## src/rtl/cache_fill_if.sv

```systemverilog
// Bus of the cache fill controller: miss request from tag logic, pipelined memory
// read port and cache array write side. master = fill controller, slave = its environment.
interface cache_fill_if #(
   parameter int ADDR_W = 16,
   parameter int DATA_W = 16,
   parameter int WORDS  = 8
);
   localparam int IDX_W = $clog2(WORDS);

   // Request handshake: a read transfers on a cycle with mem_req & mem_ready both high;
   // mem_req and mem_addr hold until then. Returns carry no ready and arrive in issue order.
   logic              miss_detected;
   logic [ADDR_W-1:0] miss_address;
   logic              mem_req;
   logic              mem_ready;
   logic [ADDR_W-1:0] mem_addr;
   logic              mem_data_valid;
   logic [DATA_W-1:0] mem_data;
   logic              fsm_busy;
   logic              write_data_array;
   logic [IDX_W-1:0]  data_word_idx;
   logic [DATA_W-1:0] data_out;
   logic              write_tag_array;
   logic [ADDR_W-1:0] fill_addr;

   modport master (
      input  miss_detected, miss_address, mem_ready, mem_data_valid, mem_data,
      output mem_req, mem_addr, fsm_busy, write_data_array, data_word_idx, data_out,
             write_tag_array, fill_addr
   );

   modport slave (
      output miss_detected, miss_address, mem_ready, mem_data_valid, mem_data,
      input  mem_req, mem_addr, fsm_busy, write_data_array, data_word_idx, data_out,
             write_tag_array, fill_addr
   );
endinterface

```

## src/rtl/cache_fill_ctrl.sv

```systemverilog
// Cache-miss fill controller: fetches one block word by word from a pipelined memory,
// optionally critical-word-first, and drives the data/tag array write enables.
module cache_fill_ctrl #(
   parameter int ADDR_W   = 16,
   parameter int DATA_W   = 16,
   parameter int WORDS    = 8,
   parameter int BYTE_OFF = 1,
   parameter int CWF      = 0
) (
   input  logic          clk,
   input  logic          rst_n,
   cache_fill_if.master  bus,
   output logic          state_dbg
);
   localparam int IDX_W = $clog2(WORDS);
   localparam int CNT_W = IDX_W + 1;
   localparam int OFF_W = BYTE_OFF + IDX_W;
   localparam logic [ADDR_W-1:0] OFF_MASK  = ADDR_W'((64'd1 << OFF_W) - 64'd1);
   localparam logic [CNT_W-1:0]  CNT_WORDS = CNT_W'(WORDS);
   localparam logic [CNT_W-1:0]  CNT_LAST  = CNT_W'(WORDS - 1);

   typedef enum logic {S_IDLE = 1'b0, S_FILL = 1'b1} state_t;

   state_t            state, state_nxt;
   logic [ADDR_W-1:0] fill_addr_q;
   logic [IDX_W-1:0]  start_q;
   logic [CNT_W-1:0]  iss_cnt, ret_cnt;
   logic [IDX_W-1:0]  iss_idx, ret_idx;
   logic              req, issue_fire, ret_fire;

   // Word indices wrap inside IDX_W bits so the block base is never disturbed.
   assign iss_idx = start_q + iss_cnt[IDX_W-1:0];
   assign ret_idx = start_q + ret_cnt[IDX_W-1:0];

   always_comb begin
      state_nxt            = state;
      req                  = 1'b0;
      ret_fire             = 1'b0;
      bus.mem_req          = 1'b0;
      bus.mem_addr         = '0;
      bus.fsm_busy         = 1'b0;
      bus.write_data_array = 1'b0;
      bus.data_word_idx    = '0;
      bus.data_out         = '0;
      bus.write_tag_array  = 1'b0;
      case (state)
         S_IDLE: begin
            if (bus.miss_detected) state_nxt = S_FILL;
         end
         S_FILL: begin
            bus.fsm_busy      = 1'b1;
            req               = (iss_cnt < CNT_WORDS);
            bus.mem_req       = req;
            bus.mem_addr      = fill_addr_q | (ADDR_W'(iss_idx) << BYTE_OFF);
            bus.data_word_idx = ret_idx;
            // Beats with nothing outstanding are stray and must not write the array.
            if (bus.mem_data_valid && (ret_cnt < iss_cnt)) begin
               ret_fire             = 1'b1;
               bus.write_data_array = 1'b1;
               bus.data_out         = bus.mem_data;
               if (ret_cnt == CNT_LAST) begin
                  bus.write_tag_array = 1'b1;
                  state_nxt           = S_IDLE;
               end
            end
         end
         default: state_nxt = S_IDLE;
      endcase
      issue_fire = req & bus.mem_ready;
   end

   always_ff @(posedge clk or negedge rst_n) begin
      if (!rst_n) begin
         state       <= S_IDLE;
         fill_addr_q <= '0;
         start_q     <= '0;
         iss_cnt     <= '0;
         ret_cnt     <= '0;
      end else begin
         state <= state_nxt;
         if (state == S_IDLE) begin
            if (bus.miss_detected) begin
               fill_addr_q <= bus.miss_address & ~OFF_MASK;
               start_q     <= (CWF != 0) ? bus.miss_address[BYTE_OFF +: IDX_W] : '0;
               iss_cnt     <= '0;
               ret_cnt     <= '0;
            end
         end else begin
            if (issue_fire) iss_cnt <= iss_cnt + CNT_W'(1);
            if (ret_fire)   ret_cnt <= ret_cnt + CNT_W'(1);
         end
      end
   end

   assign bus.fill_addr = fill_addr_q;
   assign state_dbg     = (state == S_FILL);
endmodule

```

## src/flat_wrapper.sv

```systemverilog
// flat-port wrapper written by rule: the top's interface ports become plain ports
module cache_fill_ctrl_flat 
#(
   parameter int ADDR_W   = 16,
   parameter int DATA_W   = 16,
   parameter int WORDS    = 8,
   parameter int BYTE_OFF = 1,
   parameter int CWF      = 0
)
  (clk, rst_n, state_dbg, bus_miss_detected, bus_miss_address, bus_mem_ready, bus_mem_data_valid, bus_mem_data, bus_mem_req, bus_mem_addr, bus_fsm_busy, bus_write_data_array, bus_data_word_idx, bus_data_out, bus_write_tag_array, bus_fill_addr);
  cache_fill_if #(.ADDR_W(ADDR_W), .DATA_W(DATA_W), .WORDS(WORDS)) bus_i ();
  input  logic clk;
  input  logic rst_n;
  output logic state_dbg;
  input wire logic [$bits(bus_i.miss_detected)-1:0] bus_miss_detected;
  input wire logic [$bits(bus_i.miss_address)-1:0] bus_miss_address;
  input wire logic [$bits(bus_i.mem_ready)-1:0] bus_mem_ready;
  input wire logic [$bits(bus_i.mem_data_valid)-1:0] bus_mem_data_valid;
  input wire logic [$bits(bus_i.mem_data)-1:0] bus_mem_data;
  output wire logic [$bits(bus_i.mem_req)-1:0] bus_mem_req;
  output wire logic [$bits(bus_i.mem_addr)-1:0] bus_mem_addr;
  output wire logic [$bits(bus_i.fsm_busy)-1:0] bus_fsm_busy;
  output wire logic [$bits(bus_i.write_data_array)-1:0] bus_write_data_array;
  output wire logic [$bits(bus_i.data_word_idx)-1:0] bus_data_word_idx;
  output wire logic [$bits(bus_i.data_out)-1:0] bus_data_out;
  output wire logic [$bits(bus_i.write_tag_array)-1:0] bus_write_tag_array;
  output wire logic [$bits(bus_i.fill_addr)-1:0] bus_fill_addr;
  assign bus_i.miss_detected = bus_miss_detected;
  assign bus_i.miss_address = bus_miss_address;
  assign bus_i.mem_ready = bus_mem_ready;
  assign bus_i.mem_data_valid = bus_mem_data_valid;
  assign bus_i.mem_data = bus_mem_data;
  assign bus_mem_req = bus_i.mem_req;
  assign bus_mem_addr = bus_i.mem_addr;
  assign bus_fsm_busy = bus_i.fsm_busy;
  assign bus_write_data_array = bus_i.write_data_array;
  assign bus_data_word_idx = bus_i.data_word_idx;
  assign bus_data_out = bus_i.data_out;
  assign bus_write_tag_array = bus_i.write_tag_array;
  assign bus_fill_addr = bus_i.fill_addr;
  cache_fill_ctrl #(.ADDR_W(ADDR_W), .DATA_W(DATA_W), .WORDS(WORDS), .BYTE_OFF(BYTE_OFF), .CWF(CWF)) u_core (.clk(clk), .rst_n(rst_n), .bus(bus_i), .state_dbg(state_dbg));
endmodule
```

## config.mk

```make
export PLATFORM = sky130hd
export DESIGN_NAME = cache_fill_ctrl_flat
export DESIGN_NICKNAME = d
export VERILOG_FILES = /design/src/rtl/cache_fill_if.sv /design/src/rtl/cache_fill_ctrl.sv /design/src/flat_wrapper.sv
export SDC_FILE = /design/constraint.sdc
export NUM_CORES = 1
export LEC_CHECK = 0
export CAP_MARGIN = 20
export CORE_ASPECT_RATIO = 0.9
export CORE_MARGIN = 4
export CORE_UTILIZATION = 34
export DETAILED_ROUTE_END_ITERATION = 16
export HOLD_SLACK_MARGIN = 0.03
export PLACE_DENSITY_LB_ADDON = 0.2
export SYNTH_ARGS = -nofsm -noshare
export SYNTH_HDL_FRONTEND = slang
export SYNTH_SLANG_ARGS = --single-unit
```

## constraint.sdc

```tcl
create_clock -name clk -period 2.31 [get_ports clk]
set_input_delay 0.3465 -clock clk [delete_from_list [all_inputs] [get_ports clk]]
set_output_delay 0.3465 -clock clk [all_outputs]
set_load 0.02 [all_outputs]
```

==> results of run 1 <==
## per-layer routing
metal / routed length, um / vias to the layer above / GRT usage [%]
li1: - / 667 / -
met1: 1590 / 652 / 17.9
met2: 2180 / 58 / 34.1
met3: 306 / 4 / 5.50
met4: 27 / 0 / 2.35
met5: 0 / - / 0
## worst max-delay path by stage
stage | startpoint | end
final | u_core.state_dbg$_DFF_PN0_ | bus_mem_req
after global routing | u_core.iss_cnt[3]$_DFFE_PN0P_ | bus_write_tag_array
after detailed placement | bus_mem_data_valid | bus_write_tag_array
after floorplan | u_core.ret_cnt[1]$_DFFE_PN0P_ | bus_data_out[10]
after CTS | u_core.ret_cnt[1]$_DFFE_PN0P_ | bus_data_out[12]
after global placement | bus_mem_data_valid | bus_write_tag_array
## stage by stage
stage	worst slack, ns	cells	util [%]	cell area [sq um]	hold slack, ns
detailed placement	-0.146	281	62.8	2180	0.480
global placement	-0.117	281	62.8	2180	0.471
floorplan	0.328	153	-	1270	0.0509
CTS	0.00180	286	65.3	2270	0.429
finish	0.0581	289	63.2	2200	0.424
global route	-0.0109	289	63.2	2200	0.467
## cells by family after synthesis
group,after synthesis
compound gates,8
xor+xnor,2
fa+ha+maj,5
buf+inv,17
flops,21
mux,1
other cells,1
simple gates,94
## final cells by class
class | count | area (sq um)
clock buffers | 4 | 45.0
fillers | 305 | 1280
inverters | 3 | 11.3
multi-input cells | 115 | 668
flip-flops and latches | 21 | 526
well taps | 44 | 55.1
repair buffers | 102 | 895
## sequential cells by signal (all words and copies together) (netlist names)
signal and count:
u_core.bus.fill_addr 12, u_core.iss_cnt 4, u_core.ret_cnt 4, u_core.state_dbg 1
## layout by cell type, fill, tap and decap left out, drive strengths merged, types with 2 or more instances in the layout
master	instances
and2	19
nor2	4
nor2b	3
conb	5
dfrtp	21
nand3	6
clkdlybuf4s50	65
inv	3
xnor2	2
a21oi	2
ha	5
and3	17
nand2	41
clkbuf	5
buf	36
o21ai	2
## cells in the mapped netlist (all sizes together)
cell type,count
nand2b,1
mux2,1
o2111ai,1
a211oi,1
nor2b,3
nand2,41
o21ai,2
nand4,1
clkbuf,5
buf,9
and2,19
a22o,1
dfrtp,21
and4b,1
xnor2,2
and3,17
a21oi,2
inv,3
ha,5
nand3,6
nor2,4
a221o,1
or3b,1
conb,1
## power by group through the flow
stage          clock (uW)  sequential [uW]  combinational (uW)
2_1_floorplan           0              777                1040
3_3_place_gp            0              629                2190
3_5_place_dp            0              640                2240
4_1_cts               244              633                2300
5_1_grt               259              663                2490
6_report              236              637                2310
## repair_timing
| item | in CTS | in global routing |
|---|---|---|
| cloned | 0 | 2 |
| resized for setup | 57 | 24 |
| buffers inserted | 1 | 1 |
| pin swaps | 1 | 0 |
| endpoints found under the setup margin | 18 | 17 |
==> out/results.ini, run 1 <==
[sta]
tns_ns = 0
finalCriticalPeriod_ns = 2.25
maxSlewViolCount = 0
period_share_pct = 97.5
setup_viol = 0
worst_slew_pin_slew_ns = 0.615
hold_viol_final = 0
max_freq_mhz = 444
slew_headroom_pct = 59.0
skew_ns = 0.00647

[routing]
wl_mm = 4.11
first_pass_iters = 4
via_count = 1381
drtIter0Drc = 63
via_per_inst = 4.78
drc_errors = 0
postRouteAntennaNets = 0
avgRoutedWirePerCell_um = 14.2

[synthesis]
synthAdderAreaFrac_pct = 4.98
ys_types = 29
synth_top_family_by_area = simple AND/OR/NAND/NOR gates
yosys-top-cells-area = dfrtp_1 (42%), nand2_1 (12%), and2_1 (9.0%), and3_1 (8.5%), ha_1 (5.0%)
synth_area_sq_um = 1260
yosys_warnings = 0
syn_inst = 149
ys_seq_area_share_pct = 41.8
synth-simple-area-share_pct = 37.7
synth_xor_xnor_area_share_pct = 1.39
synth.largest_area_cell = dfrtp_1
muxShareOfSynthArea_pct = 0.896
synth_compound_area_share_pct = 5.17
synth.avg_cell_area_sq_um = 8.44
yosys.area.top_type_share_pct = 41.8
synth_seq_cells = 21

[critical_path]
crit_arrival_ns = 1.91
cpMaxStageDelayCell = clkdlybuf4s50_1
r2r_end = u_core.ret_cnt[2]$_DFFE_PN0P_
critPathKind = flip-flop to primary output
max_stage_delay_ns = 0.69
cp_num_cells = 3
critical_path.max_fanout = 24
ff2ff_path_depth = 8
critical_path_buf_inv_count = 2
crit_path_end_kind = primary output
r2r_setup_slack_ns = 0.40
required_ns = 1.96
r2r_start = u_core.iss_cnt[3]$_DFFE_PN0P_
worstPathCellList = buf_4 -> nor2b_1 -> clkdlybuf4s50_1
critical_path.top_delay_family = buffers and inverters
start_kind = flip-flop

[clock_network]
htreeDepth = 1
cts_made_buffers = 3
clock-sinks = 21
cts_tree = yes
ctsLongestPathBuffers = 2
cts-hold-fix-buffers = 0
path_clk_slew_ns = 0.08
clkLatencyLatePin_ns = 0.26
clockRootBuffer = clkbuf_8

[global_route]
grt_pass1_vias = 1418
grt_use_total_pct = 17.3
grt_max_degree = 25
antenna_found_initial = 0
grt_pass1_wl_mm = 6.52
grt_overflow_total = 0

[floorplan]
rows = 20
core-area_sq_um = 3480
die_h_um = 65.7
die_x_um = 72.1
dieArea_sq_um = 4740
io_pins = 93
start_util_pct = 36.2

[min_path]
holdCritPathClass = input pin to async pin

[placement]
place_congestion = 0.785
placement.io_buffers = 83
hpwl_mm = 3.01

[power_and_ir_drop]
internal_power_uw = 1780
total_power_uw = 3180
p_sw_share_pct = 44.1
vdd_drop_max_mv = 0.711
power.leakage_uw = 0.00110
power.density_nw_per_um2 = 1450
power.switching_uw = 1400
share_comb_of_total_power_pct = 72.6
clkPwrFrac_pct = 7.4
power_frac_seq_pct = 20.0

[final_layout]
drive_gt1_share_pct = 18.4
area_growth_syn_to_layout_pct = 74.9
n_antenna_cell = 0
nets = 288

[run]
maxCapViolCount = 0

[outcome]
status = complete, no violations

No activity file was read; power rests on OpenSTA's default activity.
==> run 2: changes to the inputs <==
--- a/config.mk
+++ b/config.mk
@@ -5,9 +5,8 @@
 export SDC_FILE = /design/constraint.sdc
 export NUM_CORES = 1
 export LEC_CHECK = 0
-export CAP_MARGIN = 20
+export CAP_MARGIN = 40
 export CORE_ASPECT_RATIO = 0.9
-export CORE_MARGIN = 4
 export CORE_UTILIZATION = 34
 export DETAILED_ROUTE_END_ITERATION = 16
 export HOLD_SLACK_MARGIN = 0.03
==> run 2 against run 1 <==
Net effect:
- critical path depth is the same
- register-to-register slack improved by 0.14 ns
- sequential share of layout area grew 0.068 points
- first-iteration DRC count fell by 27%
- fmax is 1.4% higher
- sequential cell count unchanged
- combinational power shrank 3%
- wire length fell by 15%
- clock skew fell by 0.0051 ns
==> out/results.ini, run 2 (synthesized netlist as in run 1, its figures left out) <==
[clock_network]
ctsLongestPathBuffers = 2  ; unchanged
htreeDepth = 1  ; unchanged
clockRootBuffer = clkbuf_8
clkLatencyLatePin_ns = 0.25  ; about the same
cts_tree = yes
clock-sinks = 21  ; unchanged
cts-hold-fix-buffers = 0  ; unchanged
cts_made_buffers = 3  ; unchanged
path_clk_slew_ns = 0.07  ; about the same

[critical_path]
start_kind = flip-flop
crit_path_end_kind = primary output
critPathKind = flip-flop to primary output
required_ns = 1.96  ; about the same
critical_path.max_fanout = 24  ; unchanged
crit_arrival_ns = 1.88  ; -0.03 ns

[routing]
wl_met3_um = 271  ; -11%
drtIter0Drc = 46  ; -27%
drc_errors = 0  ; unchanged
avgRoutedWirePerCell_um = 12.3  ; -14%
wl_mm = 3.51  ; -15%
via_per_inst = 4.67  ; -2.2%
met1Wirelength_mm = 1.42  ; -11%
met2_length_mm = 1.80  ; -17%
postRouteAntennaNets = 0  ; unchanged
routed.top_layer = met4
first_pass_iters = 4  ; unchanged
via_count = 1336  ; -3.3%

[sta]
hold_viol_final = 0  ; unchanged
slew_headroom_pct = 61.4  ; +2.4 points
period_share_pct = 96.2  ; -1.3 points
setup_viol = 0  ; unchanged
worst_slew_pin_slew_ns = 0.579  ; -0.0360 ns
rsz0062_at_grt = yes
skew_ns = 0.00133  ; -0.00515 ns
max_freq_mhz = 450  ; +1.4%
maxSlewViolCount = 0  ; unchanged
finalCriticalPeriod_ns = 2.22  ; -0.0302 ns

[placement]
placement.io_buffers = 83  ; unchanged
place_inst = 280  ; -0.36%
hpwl_mm = 2.70  ; -10%
place_congestion = 0.799  ; +1.8%

[final_layout]
multi_input_area_sq_um = 671  ; +0.37%
n_fill_cell = 306  ; +0.33%
final_common_cell = clkdlybuf4s50_1
regArea_sq_um = 526  ; unchanged
drive_gt1_share_pct = 17.4  ; -1.0 points
final_cell_mix = clkdlybuf4s50_1 (65), nand2_1 (41), dfrtp_1 (21)
n_antenna_cell = 0  ; unchanged
area_growth_syn_to_layout_pct = 74.4
nets = 285  ; -1.0%
final_cells = 286  ; -1.0%
largest_reg_flops = 12  ; unchanged

[floorplan]
dieArea_sq_um = 3950  ; -17%
rows = 20  ; unchanged
core-area_sq_um = 3450  ; -0.72%
start_util_pct = 36.4  ; +0.26 points
io_pins = 93  ; unchanged
die_h_um = 59.7  ; -9.1%
die_x_um = 66.1  ; -8.3%

[run]
maxCapViolCount = 0  ; unchanged

[outcome]
status = complete, no violations

[global_route]
antenna_found_initial = 0  ; unchanged
grt_pass1_vias = 1267  ; -11%
grt_overflow_total = 0  ; unchanged
grt_pass1_wl_mm = 5.58  ; -14%
grt_use_total_pct = 18.4  ; +1.1 points
grt_max_degree = 25  ; unchanged

[power_and_ir_drop]
power.density_nw_per_um2 = 1420  ; -2.0%
vdd_drop_max_mv = 0.739  ; +3.9%
power.leakage_uw = 0.00109  ; -1.5%
total_power_uw = 3110  ; -2.3%

[min_path]
holdCritPathClass = input pin to async pin

run 2: cell count changes in the layout (fill, tap and decap cells not counted), sizes merged:
| cell | delta |
|---|---|
| clkdlybuf4s15 | +1 |
| buf | -4 |
run 2: worst paths after layout:
path	endpoint	from	cells past startpoint	slack, ns
worst min-delay path	u_core.bus.fill_addr[9]$_DFFE_PN0P_	rst_n	2	0.44
max in group asynchronous	u_core.ret_cnt[1]$_DFFE_PN0P_	rst_n	2	1.66
worst min register to register	u_core.bus.fill_addr[6]$_DFFE_PN0P_	u_core.bus.fill_addr[6]$_DFFE_PN0P_	2	0.50
worst max-delay path	bus_mem_req	u_core.state_dbg$_DFF_PN0_	3	0.09
worst max register to register	u_core.ret_cnt[2]$_DFFE_PN0P_	u_core.ret_cnt[3]$_DFFE_PN0P_	6	0.54
min in group clk	u_core.bus.fill_addr[6]$_DFFE_PN0P_	u_core.bus.fill_addr[6]$_DFFE_PN0P_	2	0.50
run 2: area by class of cell:
class	count	share of cell area [%]
Multi-Input combinational cell	115	30.6
Sequential cell	21	24.0
Inverter	3	0.513
Clock buffer	4	2.05
Tap cell	44	2.51
Timing Repair Buffer	99	40.4
run 2: through the flow:
| step | hold slack (ns) | setup WS (ns) | area (sq um) | setup TNS (ns) | utilization, % |
|---|---|---|---|---|---|
| 2_1_floorplan | 0.0509 | 0.328 | 1270 | 0 | - |
| 6_report | 0.435 | 0.0882 | 2190 | 0 | 63.5 |
| 4_1_cts | 0.443 | 0.0152 | 2190 | 0 | 63.3 |
| 3_5_place_dp | 0.486 | -0.186 | 2190 | -2.80 | 63.6 |
| 5_1_grt | 0.440 | -0.00631 | 2190 | -0.00631 | 63.5 |
| 3_3_place_gp | 0.472 | -0.164 | 2190 | -2.69 | 63.6 |
run 2: power breakdown:
group	leakage, uW	switching [uW]	internal [uW]
sequential	0.000258	104	534
combinational	0.000808	1140	1100
clock	0.0000228	108	122
total	0.00109	1350	1760
run 2: what timing repair did:
action / CTS / global route
gates cloned: 0 / 0
resized for setup: 70 / 4
hold endpoints to repair: 0 / 0
setup buffers: 2 / 0
pin swaps: 0 / 2
endpoints found under the setup margin: 18 / 9
run 2: worst max-delay path, stage by stage, from the launching register on:
cell,delay (ns)
dfrtp_1,0.36
buf_4,0.24
nor2b_1,0.35
clkdlybuf4s50_1,0.67
run 2: per-layer routing:
layer | track usage, % | up-vias
li1 | - | 663
met1 | 21.6 | 614
met2 | 34.1 | 57
met3 | 4.20 | 2
met4 | 3.95 | 0
met5 | 0 | -
==> run 3: changes to the inputs <==
--- a/config.mk
+++ b/config.mk
@@ -5,9 +5,10 @@
 export SDC_FILE = /design/constraint.sdc
 export NUM_CORES = 1
 export LEC_CHECK = 0
+export ABC_AREA = 1
 export CAP_MARGIN = 40
 export CORE_ASPECT_RATIO = 0.9
-export CORE_UTILIZATION = 34
+export CORE_UTILIZATION = 35
 export DETAILED_ROUTE_END_ITERATION = 16
 export HOLD_SLACK_MARGIN = 0.03
 export PLACE_DENSITY_LB_ADDON = 0.2
==> run 3 against run 2 <==
Net effect:
- combinational power is 3% lower
- via count is 1.3% lower
- critical path depth is 4 higher
- first-iteration DRC count is 41% lower
- critical endpoint is now bus_data_out[10]
==> out/results.ini, run 3 <==
[outcome]
status = complete, no violations

[sta]
max_freq_mhz = 462  ; +2.7%
setup_ws_ns = 0.146  ; +0.0582 ns
skew_ns = 0.00237  ; +0.00105 ns
rsz0062_at_grt = no
finalCriticalPeriod_ns = 2.16  ; -0.0582 ns
hold_viol_final = 0  ; unchanged
maxSlewViolCount = 0  ; unchanged
tns_ns = 0  ; unchanged
setup_viol = 0  ; unchanged
period_share_pct = 93.7  ; -2.5 points

[clock_network]
postCtsSetupBuffers = 0  ; -2
clockRootBuffer = clkbuf_8
clock-sinks = 21  ; unchanged
path_clk_slew_ns = 0.07  ; about the same
cts_made_buffers = 3  ; unchanged
clkLatencyLatePin_ns = 0.26  ; about the same
htreeDepth = 1  ; unchanged
cts-hold-fix-buffers = 0  ; unchanged
cts_tree = yes
ctsLongestPathBuffers = 2  ; unchanged

[routing]
drtIter0Drc = 27  ; -41%
postRouteAntennaNets = 0  ; unchanged
routed.top_layer = met4
met2_length_mm = 1.48  ; -18%
avgRoutedWirePerCell_um = 10.7  ; -13%
drc_errors = 0  ; unchanged
met1Wirelength_mm = 1.40  ; -1.1%
via_per_inst = 4.32  ; -7.4%
first_pass_iters = 4  ; unchanged
wl_met3_um = 376  ; +39%
wl_mm = 3.27  ; -6.8%
via_count = 1319  ; -1.3%

[synthesis]
synth.largest_area_cell = dfrtp_1
ys.flop_type = dfrtp_1
netlist_top_cells_count = inv_1 (44), nand2_1 (32), dfrtp_1 (21)
yosys_warnings = 0  ; unchanged
yosys-top-cells-area = dfrtp_1 (40%), inv_1 (12%), mux2_2 (10%), nand2_1 (9.1%), nor2_1 (5.1%)
ys_seq_area_share_pct = 39.6  ; -2.2 points
synth_seq_cells = 21  ; unchanged
yosysMostFrequentCell = inv_1
synth_area_sq_um = 1330  ; +5.5%
ys_types = 22  ; -24%
yosys.area.top_type_share_pct = 39.6  ; -2.2 points
synth_edf_count = 0  ; unchanged
async_reset_ff_share_pct = 100  ; unchanged
synth.avg_cell_area_sq_um = 7.71  ; -8.6%
syn_inst = 172  ; +15%

[final_layout]
final_cells = 305  ; +6.6%
multi_input_area_sq_um = 569  ; -15%
area_growth_syn_to_layout_pct = 68.7
n_fill_cell = 327  ; +6.9%
n_antenna_cell = 0  ; unchanged
drive_gt1_share_pct = 13.0  ; -4.3 points
final_common_cell = clkdlybuf4s50_1
largest_reg_flops = 12  ; unchanged
nets = 304  ; +6.7%
final_cell_mix = clkdlybuf4s50_1 (65), inv_1 (44), nand2_1 (32)
regArea_sq_um = 526  ; unchanged

[floorplan]
die_x_um = 66.9  ; +1.2%
io_pins = 93  ; unchanged
die_h_um = 60.4  ; +1.2%
rows = 20  ; unchanged
dieArea_sq_um = 4040  ; +2.4%
start_util_pct = 37.9  ; +1.4 points
core-area_sq_um = 3500  ; +1.4%

[critical_path]
critical_path.top_delay_family = simple AND/OR/NAND/NOR gates
r2r_start = u_core.ret_cnt[3]$_DFFE_PN0P_
start_kind = flip-flop
cp_num_cells = 7  ; +4
r2r_setup_slack_ns = 0.81  ; +0.27 ns
cpMaxStageDelayCell = dfrtp_1
critPathKind = flip-flop to primary output
required_ns = 1.96  ; about the same
critical_path.max_fanout = 18  ; -25%
worstPathCellList = ha_1 -> nand2_1 -> inv_1 -> nor2_4 -> nand2_4 -> nor2_1 -> dlygate4sd2_1
cp-startpoint = u_core.ret_cnt[3]$_DFFE_PN0P_
max_stage_delay_ns = 0.39  ; -0.28 ns
crit_arrival_ns = 1.82  ; -0.06 ns
critical_path_buf_inv_count = 2  ; unchanged
crit_path_end_kind = primary output
ff2ff_path_depth = 8  ; +2

[placement]
dpl_worst_slack_ns = -0.0295  ; +0.156 ns
hpwl_mm = 2.53  ; -6.5%
place_congestion = 0.781  ; -2.3%
placement.io_buffers = 83  ; unchanged
place_inst = 301  ; +7.5%

[power_and_ir_drop]
vdd_drop_max_mv = 0.831  ; +13%
power.switching_uw = 1400  ; +4.0%
internal_power_uw = 1680  ; -4.2%
share_comb_of_total_power_pct = 70.3  ; -1.7 points
power_frac_seq_pct = 21.9  ; +1.4 points
p_sw_share_pct = 45.5  ; +2.0 points
power.leakage_uw = 0.00129  ; +19%
clkPwrFrac_pct = 7.7  ; +0.3 points
power.density_nw_per_um2 = 1380  ; -2.6%

[global_route]
grt_use_total_pct = 16.1  ; -2.2 points
antenna_found_initial = 0  ; unchanged
grt_overflow_total = 0  ; unchanged
grt_pass1_wl_mm = 4.94  ; -11%
grt_pass1_vias = 1173  ; -7.4%
grt_max_degree = 22  ; -12%

[min_path]
holdCritPathClass = input pin to async pin

[run]
maxCapViolCount = 0  ; unchanged

run 3: area by class of cell:
type / count / share of cell area, %
tap: 44 / 2.46
multi-input combinational: 99 / 25.4
sequential: 21 / 23.5
clock buffer: 3 / 1.85
clock inverter: 1 / 0.224
inverter: 45 / 7.55
timing repair buffer: 92 / 39.0
run 3: through the flow:
step | util, % | instance area, sq um | hold slack, ns | power (uW)
after floorplan | - | 1340 | 0.0509 | 1910
after detailed placement | 63.1 | 2210 | 0.521 | 2940
after CTS | 64.0 | 2240 | 0.427 | 3120
after global routing | 63.9 | 2240 | 0.445 | 3330
after global placement | 63.1 | 2210 | 0.515 | 2910
final | 63.9 | 2240 | 0.424 | 3090
run 3: repair_timing:
| item | 4_1_cts | 5_1_grt |
|---|---|---|
| cloned | 0 | 0 |
| resized for setup | 19 | 2 |
| endpoints found under the setup margin | 18 | 1 |
run 3: power groups by stage:
| stage | Sequential (uW) | Clock (uW) | Combinational (uW) |
|---|---|---|---|
| finish | 677 | 239 | 2170 |
| global route | 702 | 262 | 2360 |
| CTS | 680 | 249 | 2200 |
| detailed placement | 683 | 0 | 2250 |
| global placement | 680 | 0 | 2230 |
| floorplan | 814 | 0 | 1100 |
run 3: worst paths after layout:
check	endpoint
max in group asynchronous	u_core.ret_cnt[2]$_DFFE_PN0P_
min in group clk	u_core.bus.fill_addr[8]$_DFFE_PN0P_
setup / recovery	bus_data_out[10]
hold / removal	u_core.bus.fill_addr[8]$_DFFE_PN0P_
setup reg to reg	u_core.ret_cnt[2]$_DFFE_PN0P_
hold reg to reg	u_core.bus.fill_addr[8]$_DFFE_PN0P_
run 3: worst register-to-register path, stage by stage, from the launching register on:
cell     delay, ns
dfrtp_1       0.39
ha_1          0.31
nand2_1       0.07
inv_1         0.06
nor2_4        0.13
nand2_4       0.13
buf_4         0.18
nand3_1       0.06
nand2_1       0.05
run 3: cell families after synthesis:
group,count (synthesis),share of synthesized area [%]
compound gates,5,1.98
xor+xnor,1,0.660
fa+ha+maj,5,4.72
buf+inv,56,19.0
flops,21,39.6
mux,12,10.2
other cells,1,0.283
simple gates,71,23.6
run 3: routing by layer:
metal / vias up / track usage, %
met5: - / 0
met4: 0 / 2.74
met3: 2 / 5.45
met2: 64 / 29.1
met1: 577 / 19.0
li1: 676 / -
